### config.mk
export PLATFORM = sky130hd
export DESIGN_NAME = knapsack_solver
export DESIGN_NICKNAME = d
export VERILOG_FILES = /design/src/rtl/knapsack_pkg.sv /design/src/rtl/knapsack_eval.sv /design/src/rtl/knapsack_solver.sv
export SDC_FILE = /design/constraint.sdc
export NUM_CORES = 1
export LEC_CHECK = 0
export CAP_MARGIN = 20
export CORE_MARGIN = 1.5
export CORE_UTILIZATION = 30
export DETAILED_ROUTE_END_ITERATION = 16
export DONT_BUFFER_PORTS = 1
export GPL_TIMING_DRIVEN = 0
export PLACE_DENSITY = 0.53
export SLEW_MARGIN = 20
export SYNTH_ARGS = -nofsm -noshare
export SYNTH_HDL_FRONTEND = slang
export SYNTH_SLANG_ARGS = --single-unit
### constraint.sdc
create_clock -name clk -period 11.82 [get_ports clk]
set_input_delay 1.773 -clock clk [delete_from_list [all_inputs] [get_ports clk]]
set_output_delay 1.773 -clock clk [all_outputs]
set_load 0.03 [all_outputs]
### src/rtl/knapsack_pkg.sv
// Shared types and default sizing for the exhaustive 0/1 knapsack solver.
package knapsack_pkg;

  localparam int N_ITEMS_DEF = 5;
  localparam int VW_DEF      = 8;
  localparam int WW_DEF      = 8;

  typedef enum logic [1:0] {
    ST_IDLE = 2'd0,
    ST_SCAN = 2'd1,
    ST_DONE = 2'd2
  } state_e;

endpackage

### src/rtl/knapsack_eval.sv
// Combinational subset evaluator: sums value and weight of the items selected by mask_i.
module knapsack_eval
  import knapsack_pkg::*;
#(
  parameter int N_ITEMS = N_ITEMS_DEF,
  parameter int VW      = VW_DEF,
  parameter int WW      = WW_DEF,
  localparam int SVW    = VW + $clog2(N_ITEMS + 1),
  localparam int SWW    = WW + $clog2(N_ITEMS + 1)
) (
  input  logic [N_ITEMS-1:0]    mask_i,
  input  logic [N_ITEMS*VW-1:0] values_i,
  input  logic [N_ITEMS*WW-1:0] weights_i,
  input  logic [WW-1:0]         capacity_i,
  output logic [SVW-1:0]        total_value_o,
  output logic [SWW-1:0]        total_weight_o,
  output logic                  feasible_o
);

  // Sums are widened so that N_ITEMS maximal items can never overflow.
  always_comb begin
    total_value_o  = '0;
    total_weight_o = '0;
    for (int i = 0; i < N_ITEMS; i++) begin
      if (mask_i[i]) begin
        total_value_o  = total_value_o  + SVW'(values_i[i*VW +: VW]);
        total_weight_o = total_weight_o + SWW'(weights_i[i*WW +: WW]);
      end
    end
    feasible_o = (total_weight_o <= SWW'(capacity_i));
  end

endmodule

### src/rtl/knapsack_solver.sv
// Brute-force knapsack solver: scans every subset, one per cycle, keeping the best feasible one.
module knapsack_solver
  import knapsack_pkg::*;
#(
  parameter int N_ITEMS = N_ITEMS_DEF,
  parameter int VW      = VW_DEF,
  parameter int WW      = WW_DEF,
  localparam int SVW    = VW + $clog2(N_ITEMS + 1),
  localparam int SWW    = WW + $clog2(N_ITEMS + 1)
) (
  input  logic                  clk,
  input  logic                  rst,
  input  logic                  start,
  input  logic [N_ITEMS*VW-1:0] values,
  input  logic [N_ITEMS*WW-1:0] weights,
  input  logic [WW-1:0]         capacity,
  input  logic [SVW-1:0]        min_value,
  output logic                  busy,
  output logic                  done,
  output logic [SVW-1:0]        best_value,
  output logic [N_ITEMS-1:0]    best_sel,
  output logic                  valid
);

  state_e                state_q, state_d;
  logic [N_ITEMS-1:0]    cnt_q, cnt_d;
  logic [N_ITEMS*VW-1:0] vals_q, vals_d;
  logic [N_ITEMS*WW-1:0] wts_q, wts_d;
  logic [WW-1:0]         cap_q, cap_d;
  logic [SVW-1:0]        min_q, min_d;
  logic [SVW-1:0]        best_val_q, best_val_d;
  logic [N_ITEMS-1:0]    best_sel_q, best_sel_d;
  logic                  valid_q, valid_d;

  logic [SVW-1:0]        tot_value;
  logic [SWW-1:0]        tot_weight;
  logic                  feasible;

  knapsack_eval #(
    .N_ITEMS (N_ITEMS),
    .VW      (VW),
    .WW      (WW)
  ) u_eval (
    .mask_i         (cnt_q),
    .values_i       (vals_q),
    .weights_i      (wts_q),
    .capacity_i     (cap_q),
    .total_value_o  (tot_value),
    .total_weight_o (tot_weight),
    .feasible_o     (feasible)
  );

  always_comb begin
    state_d    = state_q;
    cnt_d      = cnt_q;
    vals_d     = vals_q;
    wts_d      = wts_q;
    cap_d      = cap_q;
    min_d      = min_q;
    best_val_d = best_val_q;
    best_sel_d = best_sel_q;
    valid_d    = valid_q;
    unique case (state_q)
      ST_IDLE: begin
        if (start) begin
          state_d    = ST_SCAN;
          cnt_d      = '0;
          vals_d     = values;
          wts_d      = weights;
          cap_d      = capacity;
          min_d      = min_value;
          best_val_d = '0;
          best_sel_d = '0;
          valid_d    = 1'b0;
        end
      end
      ST_SCAN: begin
        // Strictly-greater keeps the lowest-index subset on value ties.
        if (feasible && (tot_value > best_val_q)) begin
          best_val_d = tot_value;
          best_sel_d = cnt_q;
        end
        if (cnt_q == '1) begin
          state_d = ST_DONE;
          cnt_d   = '0;
          valid_d = (best_val_d >= min_q);
        end else begin
          cnt_d = cnt_q + 1'b1;
        end
      end
      ST_DONE: state_d = ST_IDLE;
      default: state_d = ST_IDLE;
    endcase
  end

  always_ff @(posedge clk) begin
    if (rst) begin
      state_q    <= ST_IDLE;
      cnt_q      <= '0;
      vals_q     <= '0;
      wts_q      <= '0;
      cap_q      <= '0;
      min_q      <= '0;
      best_val_q <= '0;
      best_sel_q <= '0;
      valid_q    <= 1'b0;
    end else begin
      state_q    <= state_d;
      cnt_q      <= cnt_d;
      vals_q     <= vals_d;
      wts_q      <= wts_d;
      cap_q      <= cap_d;
      min_q      <= min_d;
      best_val_q <= best_val_d;
      best_sel_q <= best_sel_d;
      valid_q    <= valid_d;
    end
  end

  assign busy       = (state_q == ST_SCAN);
  assign done       = (state_q == ST_DONE);
  assign best_value = best_val_q;
  assign best_sel   = best_sel_q;
  assign valid      = valid_q;

endmodule

==> results of run 1 <==
-- through the flow --
step	utilization	hold slack (ns)
detailed placement	0.321	0.445
global route	0.343	0.478
finish	0.343	0.453
CTS	0.343	0.454
floorplan	-	0.432
global placement	0.321	0.441
-- cell type report --
cell class,instances,area share
buffer,54,0.0206
clock inverter,6,0.0128
sequential,123,0.243
clock buffer,26,0.0513
tap,390,0.0482
inverter,65,0.0241
multi-input combinational,942,0.600
-- how the worst max path moves through the flow --
stage	start	to	cells past startpoint
3_5_place_dp	cnt_q[0]	valid	43
4_1_cts	cnt_q[0]	valid	43
5_1_grt	cnt_q[0]	valid	43
6_report	cnt_q[0]	valid	43
3_3_place_gp	cnt_q[0]	valid	43
2_1_floorplan	cnt_q[0]	valid	47
-- logic make-up after synthesis --
logic type               count (synthesis)
AO/OA/AOI/OAI                          320
XOR/XNOR                                39
adder cells (fa/ha/maj)                103
buffers and inverters                  119
flip-flops                             123
multiplexers                            50
AND/OR/NAND/NOR                        430
-- power by group through the flow --
stage	combinational [uW]	clock [uW]	sequential (uW)
final	176	589	452
after CTS	178	598	452
after floorplan	135	0	454
after detailed placement	177	0	461
after global placement	174	0	461
after global routing	201	618	454
-- sequential cells by signal, summed over array words and instances (netlist names), 2 cells and up --
register and cells:
vals_q 40, wts_q 40, best_value 11, min_q 11, cap_q 8, best_sel 5
cnt_q 5, state_q 2
-- cell usage in the layout, fill, tap and decap left out, types with 6 or more instances in the layout --
cell and instances:
o21bai_1 6, nor2_1 90, dfxtp_1 123, clkbuf_1 50, xor2_1 16, o21ai_0 47, clkbuf_16 17, mux2i_1 19
xnor2_1 23, a21oi_1 150, fa_1 8, nand2b_1 9, o31a_1 7, inv_1 62, a211oi_1 17, nand3_1 20
a21o_1 13, and2_1 16, ha_1 95, nand2_1 243, nor2b_1 13, o21a_1 25, a211o_1 6, clkbuf_8 6
mux2_2 31
-- per-layer routing --
metal,GRT usage,vias up
met3,0.0476,23
met4,0.0516,0
met5,0,-
met2,0.273,160
met1,0.228,3684
li1,-,4147
-- worst max-delay path: cells and delay by family, from the launching register on --
family                     cells  cell delay (ns)
AOI/OAI and AO/OA             23             4.75
adders and majority gates      7             2.31
and+or+nand+nor                6             1.02
muxes                          2             0.62
buffers and inverters          3             0.41
DFF                            1             0.38
xor gates and xnor gates       2             0.33
==> impl_results.md, run 1 <==
* Worst-Skew Late Latency at 0.43 ns
* Final Setup Violations at 0
* Initial Utilization at 0.304
* Worst-path maximum fanout at 10
* Largest net degree at the start of global routing at 17
* DR pass1 iterations at 5
* Hold_sp: cap_q[6]
* Routed wl met3 at 1700 um
* Final min period at approximately 10 ns
* Peak Freq at around 100 MHz
* Register area at around 0.0025 sq mm
* Crit end category: register
* Crit Reg-Reg Startpoint: cnt_q[0]
* Reg-to-reg endpoint: valid
* Most frequent CP cell: ha_1
* Final net count at 1408
* DR iter-0 viols at 463
* Die area at 0.0310 sq mm
* RSZ-0062 raised after global routing: no
* Biggest area consumer among synthesized cells: dfxtp_1
* Layout cells sized above 1 at 0.0633
* Clock transition at path regs at ~0.060 ns
* Ant diodes at 0
* # Max-Cap Violations at 0
* Area occupied by multi-input gates at 0.00607 sq mm
* FILL cells at ~3200
* Switching share of power at 0.268
* Routed vias at 8014
* Fin worst setup slack at 1.86 ns
* Final GP Congestion at 0.876
* Post-CTS sizing at 0
* Fraction of registers with async set/reset at 0
* Status: completed
* GR Overflow Total at 0
* Die height at 176 um
* Final Skew at 0.00862 ns
* Ys flop type: dfxtp_1
* Post-synthesis xor/xnor area fraction at 0.0380
* Data required, critical path at 12.08 ns
* Crit-path slowest cell: fa_1
* GRT Total Usage at 0.173
* Largest cells by area after synthesis: dfxtp_1 27%, ha_1 13%, nand2_1 10%
* DRT antenna net count at 0
* #FFs+latches synth at 123
* Post-synthesis mux area share at 0.0600
* CTS root buf: clkbuf_16
* Top-count cell post-synth: nand2_1
* Area Growth Syn to Fin at 12.7%
* Slew headroom at 0.422
* Adder-Cell Fraction of Synth Area at 0.150
* # rows at 63
* Peak VDD IR at between 80 and 90 uV
* Static Leakage at 0.00428 uW
* First-pass GRT wire length at 41600 um
* Chip width at approximately 180 um
* Synthesis warning total at 0
* # DRC at 0
* Crit path launch type: register
* Met2 WL post-DR at roughly 11000 um
* Clk buf depth at 2
* Largest family of logic cells by synthesized area: compound AO/OA/AOI/OAI gates
* Post-synth EDFFs at 0
* Clock power share at 0.484
* Mean routed wirelength per cell at 16.4 um
* Area after DPL at 0.00948 sq mm
* Synth Area per Inst at 7.59 sq um
* Hold_buf cts at 0
* R2R depth at between 40 and 50
* Setup bufs post-CTS at 0
* Vias in the first global route at 7718
* Max incr delay on CP at 0.45 ns
* Number of placed instances, taps included at 1574
* Complex-gate fraction of the synthesized area at 0.221
* Synth Cell Area at 0.00899 sq mm
* DR vias/cell at 4.99
* Met1 WL at 12800 um
* Critical setup path kind: reg2reg
* Crit path DAT at roughly 10 ns
* Clock Sink Count at 123
* Register area share after synthesis at 0.274
* Post-layout power at 1220 uW
* Top sig layer: met4
* H-tree levels at 4
* Dpl ws at 1.86 ns
* Hpwl dp at 21000 um
* Final hold violations at 0
* Port Buf Inserts at 0
* Setup_tns at 0 ns
* Seq pwr share at 0.371
* Synth Instances at 1184
* Fin. max-slew vios at 0
* Comb pwr share at 0.145
* CTS tree: built
* WHS Endpoint: cap_q[6]
* Total CTS buffers at 17
* Non-filler cells, final at 1606
* Hold path cells at 2
* DRT Wirelength at 26400 um
* Num ports at ~120
* Fin crit share at 0.843
* Internal power at approximately 890 uW
* Hold WC Path Type: reg2reg
* Final instance area at 0.0101 sq mm
* Synth Area in Simple Gates at 0.206
* Post-synth top area share at 0.274
* Post-synthesis net count at 1389
* Cell Pwr Density at 120 mW/mm^2
* Worst-margin pin slew at around 0.86 ns
* Reg2reg setup slack at 1.86 ns
* Post-synth cell types at between 60 and 70
* Core area at approximately 0.030 sq mm
* Sw power at 326 uW
* Initial antenna violation count at 0
* Commonest cells post-synth: 243 x nand2_1, 150 x a21oi_1, 123 x dfxtp_1
(Power assumes the default switching activity.)
==> inputs of run 2 (changes only) <==
Clock period 11.82 ns to 9.4 ns, I/O delays scaled along.
==> impl_results.md, run 2 (synthesized netlist as in run 1, its figures left out) <==
* Crit path launch type: register
* Worst-margin pin slew at 0.839 ns (-0.0250 ns)
* Worst-Skew Late Latency at 0.43 ns (about the same)
* Routed vias at 8146 (+1.6%)
* Port Buf Inserts at 0 (unchanged)
* CP top delay family: compound AO/OA/AOI/OAI gates
* Comb pwr share at 0.158 (+0.013)
* Static Leakage at 0.00436 uW (+1.8%)
* Internal power at 1140 uW (+28%)
* Final Skew at 0.00833 ns (-0.000288 ns)
* Worst path buffer plus inverter count at 4 (+1)
* First-pass GRT wire length at 41800 um (+0.38%)
* Data required, critical path at 9.66 ns (-2.42 ns)
* Initial Utilization at 0.304 (unchanged)
* Final GP Congestion at 0.876 (unchanged)
* H-tree levels at 4 (unchanged)
* Final Setup Violations at 0 (unchanged)
* # DRC at 0 (unchanged)
* Most frequent cells in the layout: 242 x nand2_1, 146 x a21oi_1, 122 x dfxtp_1
* Switching share of power at 0.270 (+0.00171)
* GR Overflow Total at 0 (unchanged)
* Crit end category: register
* Vias in the first global route at 7765 (+0.61%)
* Clk buf depth at 2 (unchanged)
* WHS at 0.453 ns (+0.000374 ns)
* Commonest non-fill, non-tap cell in the layout: nand2_1
* GRT Total Usage at 0.173 (+0.000645)
* Sw power at 420 uW (+29%)
* Fin worst setup slack at 0.467 ns (-1.39 ns)
* Cell Pwr Density at 148 mW/mm^2 (+23%)
* DRT Wirelength at 27200 um (+3.0%)
* Peak VDD IR at 113 uV (+40%)
* Post-layout power at 1560 uW (+28%)
* Final min period at 8.93 ns (-1.03 ns)
* Mean routed wirelength per cell at 16.8 um (+2.0%)
* DRT antenna net count at 0 (unchanged)
* Clock Sink Count at 123 (unchanged)
* DR iter-0 viols at 436 (-5.8%)
* Max incr delay on CP at 0.43 ns (-0.02 ns)
* Hold WC Path Type: reg2reg
* Fin util at 0.357 (+0.0141)
* Fin crit share at 0.950 (+0.108)
* Layout cells sized above 1 at 0.115 (+0.0512)
* Hpwl dp at 21000 um (unchanged)
* Fin. max-slew vios at 0 (unchanged)
* Crit path DAT at 9.19 ns (-1.03 ns)
* Largest net degree at the start of global routing at 17 (unchanged)
* # Max-Cap Violations at 0 (unchanged)
* Area after DPL at 0.00948 sq mm (unchanged)
* Critical setup path kind: reg2reg
* CTS tree: built
* Seq pwr share at 0.366 (-0.005)
* Most frequent CP cell: o21a_1
* Ant diodes at 0 (unchanged)
* Peak Freq at 112 MHz (+12%)
* Clock power share at 0.476 (-0.008)
* Final hold violations at 0 (unchanged)
* Slew headroom at 0.438 (+0.0167)
* Die height at 176 um (unchanged)
* Area Growth Syn to Fin at 17.3%
* DR pass1 iterations at 5 (unchanged)
* Die area at 0.0310 sq mm (unchanged)
* Core area at 0.0296 sq mm (unchanged)
* Crit-path slowest cell: a311oi_4
* Dpl ws at -0.564 ns (-2.42 ns)
* Status: completed
* CTS root buf: clkbuf_16
* Initial antenna violation count at 0 (unchanged)
* Total CTS buffers at 17 (unchanged)
* Largest regs: vals_q (40), wts_q (40)
* Hold_buf cts at 0 (unchanged)
* Chip width at 176 um (unchanged)
* Final net count at 1423 (+1.1%)
* Num ports at 121 (unchanged)
* Clock transition at path regs at 0.06 ns (about the same)
* Worst-path maximum fanout at 10 (unchanged)
* # rows at 63 (unchanged)
* DR vias/cell at 5.03 (+0.71%)
* Final instance area at 0.0105 sq mm (+4.1%)
==> run 2: changes by cell type in the layout (fill, tap and decap cells not counted), moves of 3 or more <==
cell	previous run	this run
ha_4	0	11
a21oi_1	150	146
clkbuf_1	50	45
a21oi_2	1	5
buf_4	1	15
o21ai_2	0	4
o21ai_0	47	38
fa_2	0	3
ha_1	95	84
clkbuf_2	0	4
o21ai_1	0	5
fa_1	8	5
==> run 2: layer usage <==
metal	track usage	up-vias	routed length (um)
met4	0.0516	0	485
met1	0.228	3782	12900
met5	0	-	0
met3	0.0476	29	1720
met2	0.274	159	12000
li1	-	4176	-
==> run 2: worst paths after layout <==
check,start,end,slack (ns),depth (start not counted)
max,cnt_q[0],valid,0.47,44
min,cap_q[6],cap_q[6],0.45,2
max reg2reg,cnt_q[0],valid,0.47,44
min reg2reg,cap_q[6],cap_q[6],0.45,2
==> run 2: power groups by stage <==
stage,registers [uW],logic [uW],clock network (uW)
2_1_floorplan,571,170,0
3_3_place_gp,579,218,0
3_5_place_dp,579,223,0
4_1_cts,568,228,752
5_1_grt,573,277,778
6_report,570,245,741
==> run 2: worst reg2reg max path: cells and delay by family, from the launching register on <==
family                   cells  cell delay, ns
AND/OR/NAND/NOR              7            0.78
flip-flops                   1            0.37
multiplexers                 2            0.53
buffers and inverters        4            0.46
adder cells (fa/ha/maj)      6            1.74
XOR/XNOR                     2            0.37
AO/OA/AOI/OAI               23            4.52
==> run 2: layout make-up <==
cell class                 instances  area [sq um]
multi-input combinational        943          6360
timing repair buffer              14           105
tap                              390           488
buffer                            54           229
inverter                          65           244
clock inverter                     6           130
clock buffer                      26           519
fill                            3188         19000
sequential                       123          2470
==> run 2: metrics by stage <==
| step | TNS, ns | instances |
|---|---|---|
| 3_5_place_dp | -0.564 | 1574 |
| 2_1_floorplan | 0 | 1184 |
| 4_1_cts | 0 | 1608 |
| 6_report | 0 | 1621 |
| 3_3_place_gp | -0.441 | 1574 |
| 5_1_grt | -0.00149 | 1621 |
==> run 2: what timing repair did <==
action / 4_1_cts / 5_1_grt
gates resized for setup: 10 / 65
buffers inserted: 2 / 12
pin swaps: 2 / 27
cloned: 0 / 1
endpoints found under the setup margin: 1 / 1
==> inputs of run 3 (changes only) <==
Settings changed: CELL_PAD_IN_SITES_DETAIL_PLACEMENT from default to 1, CELL_PAD_IN_SITES_GLOBAL_PLACEMENT from default to 1, CORE_MARGIN 1.5 to 1, PLACE_DENSITY 0.53 to 0.64.
==> impl_results.md, run 3 (synthesized netlist as in run 1, its figures left out) <==
* Clock Sink Count at 123 (unchanged)
* Fin. max-slew vios at 0 (unchanged)
* FILL cells at 3561 (+12%)
* Core area at 0.0296 sq mm (unchanged)
* Slew headroom at 0.433 (-0.00504)
* Largest net degree at the start of global routing at 17 (unchanged)
* Clock transition at path regs at 0.06 ns (about the same)
* Most frequent cells in the layout: 241 x nand2_1, 140 x a21oi_1, 122 x dfxtp_1
* Hold_sp: min_q[4]
* Register area at 0.00247 sq mm (unchanged)
* Area Growth Syn to Fin at 18.0%
* DR iter-0 viols at 397 (-8.9%)
* Largest regs: vals_q (40), wts_q (40)
* Final Skew at 0.00755 ns (-0.000779 ns)
* Worst-Skew Late Latency at 0.43 ns (about the same)
* DRT antenna net count at 0 (unchanged)
* CTS root buf: clkbuf_16
* Die area at 0.0307 sq mm (-1.1%)
* Critical setup path kind: reg2reg
* Fin worst setup slack at 0.485 ns (+0.0173 ns)
* H-tree levels at 4 (unchanged)
* # rows at 63 (unchanged)
* # DRC at 0 (unchanged)
* Crit path from: cnt_q[0]
* GR Overflow Total at 0 (unchanged)
* Crit-path slowest cell: fa_2
* Cell Pwr Density at 143 mW/mm^2 (-3.0%)
* Initial Utilization at 0.304 (unchanged)
* Fin crit share at 0.948 (-0.00184)
* Hold WC Path Type: reg2reg
* # Max-Cap Violations at 0 (unchanged)
* Hpwl dp at 22600 um (+7.5%)
* Commonest non-fill, non-tap cell in the layout: nand2_1
* First-pass GRT wire length at 45500 um (+8.9%)
* Fin util at 0.359 (+0.00207)
* Area after DPL at 0.00948 sq mm (unchanged)
* Dpl ws at -0.705 ns (-0.141 ns)
* Static Leakage at 0.00435 uW (-0.26%)
* Area occupied by multi-input gates at 0.00645 sq mm (+1.4%)
* Max incr delay on CP at 0.43 ns (about the same)
* Most frequent CP cell: o21a_1
* Num ports at 121 (unchanged)
* Layout cells sized above 1 at 0.124 (+0.00975)
* Chip width at 175 um (-0.57%)
* GRT Total Usage at 0.190 (+0.0163)
* Status: completed
* Non-filler cells, final at 1621 (unchanged)
* Hold_buf cts at 0 (unchanged)
* Crit end category: register
* Clk buf depth at 2 (unchanged)
* Final hold violations at 0 (unchanged)
* Ant diodes at 0 (unchanged)
* Crit path launch type: register
* Final Setup Violations at 0 (unchanged)
* DR pass1 iterations at 4 (-1)
* Crit path DAT at 9.18 ns (about the same)
* Total CTS buffers at 17 (unchanged)
* Data required, critical path at 9.67 ns (about the same)
* Vias in the first global route at 8481 (+9.2%)
* Worst-margin pin slew at 0.846 ns (+0.00753 ns)
* Die height at 175 um (-0.57%)
* Initial antenna violation count at 0 (unchanged)
* Peak VDD IR at 106 uV (-5.9%)
* DR vias/cell at 5.17 (+2.8%)
* Final min period at 8.92 ns (-0.0173 ns)
* DRT Wirelength at 29100 um (+7.1%)
* Mean routed wirelength per cell at 18.0 um (+7.1%)
* Crit Reg-Reg Startpoint: cnt_q[0]
* Worst-path maximum fanout at 10 (unchanged)
* Routed vias at 8377 (+2.8%)
* Final instance area at 0.0106 sq mm (+0.58%)
* Final GP Congestion at 0.822 (-6.2%)
* Final net count at 1424 (+0.070%)
* Peak Freq at 112 MHz (+0.19%)
* CTS tree: built
* Number of placed instances, taps included at 1574 (unchanged)
* Port Buf Inserts at 0 (unchanged)
## run 3: worst max-delay path: cells and delay by family, from the launching register on
| kind | cells | cell delay (ns) |
|---|---|---|
| AO/OA/AOI/OAI | 22 | 4.24 |
| XOR/XNOR | 1 | 0.16 |
| adder cells (fa/ha/maj) | 7 | 2.12 |
| buffers and inverters | 2 | 0.25 |
| flip-flops | 1 | 0.38 |
| multiplexers | 3 | 0.80 |
| AND/OR/NAND/NOR | 7 | 0.79 |
## run 3: routing by layer
| layer | track usage | routed length [um] | up-vias |
|---|---|---|---|
| met3 | 0.0437 | 1530 | 28 |
| met5 | 0 | 0 | - |
| met1 | 0.248 | 13800 | 4027 |
| li1 | - | - | 4181 |
| met4 | 0.0467 | 333 | 0 |
| met2 | 0.312 | 13400 | 141 |
## run 3: cell type report
cell class,instances,share of cell area
inverter,65,0.0230
clock buffer,24,0.0464
buffer,54,0.0218
tap,390,0.0460
sequential,123,0.233
timing repair buffer,16,0.0113
clock inverter,7,0.0106
multi-input combinational,942,0.608
## run 3: power breakdown
part	leakage [uW]	switching, uW	internal, uW
Clock	0.000296	257	442
Sequential	0.00101	21.8	548
Combinational	0.00305	147	100
Total	0.00435	426	1090
## run 3: worst paths after layout
check / to / slack (ns) / cells after the start
max reg2reg: valid / 0.48 / 42
max: valid / 0.48 / 42
min reg2reg: min_q[4] / 0.45 / 2
min: min_q[4] / 0.45 / 2
## run 3: per-stage QoR
step / total power, uW / hold slack, ns / TNS [ns]
6_report: 1520 / 0.453 / 0
5_1_grt: 1590 / 0.476 / -0.0145
4_1_cts: 1520 / 0.455 / 0
3_5_place_dp: 807 / 0.447 / -0.705
3_3_place_gp: 801 / 0.443 / -0.671
2_1_floorplan: 741 / 0.432 / 0
## run 3: timing repair
item / 4_1_cts / 5_1_grt
hold endpoints to repair: 0 / 0
gates resized for setup: 19 / 76
pin swaps: 6 / 28
buffers inserted: 5 / 11
endpoints found under the setup margin: 1 / 1
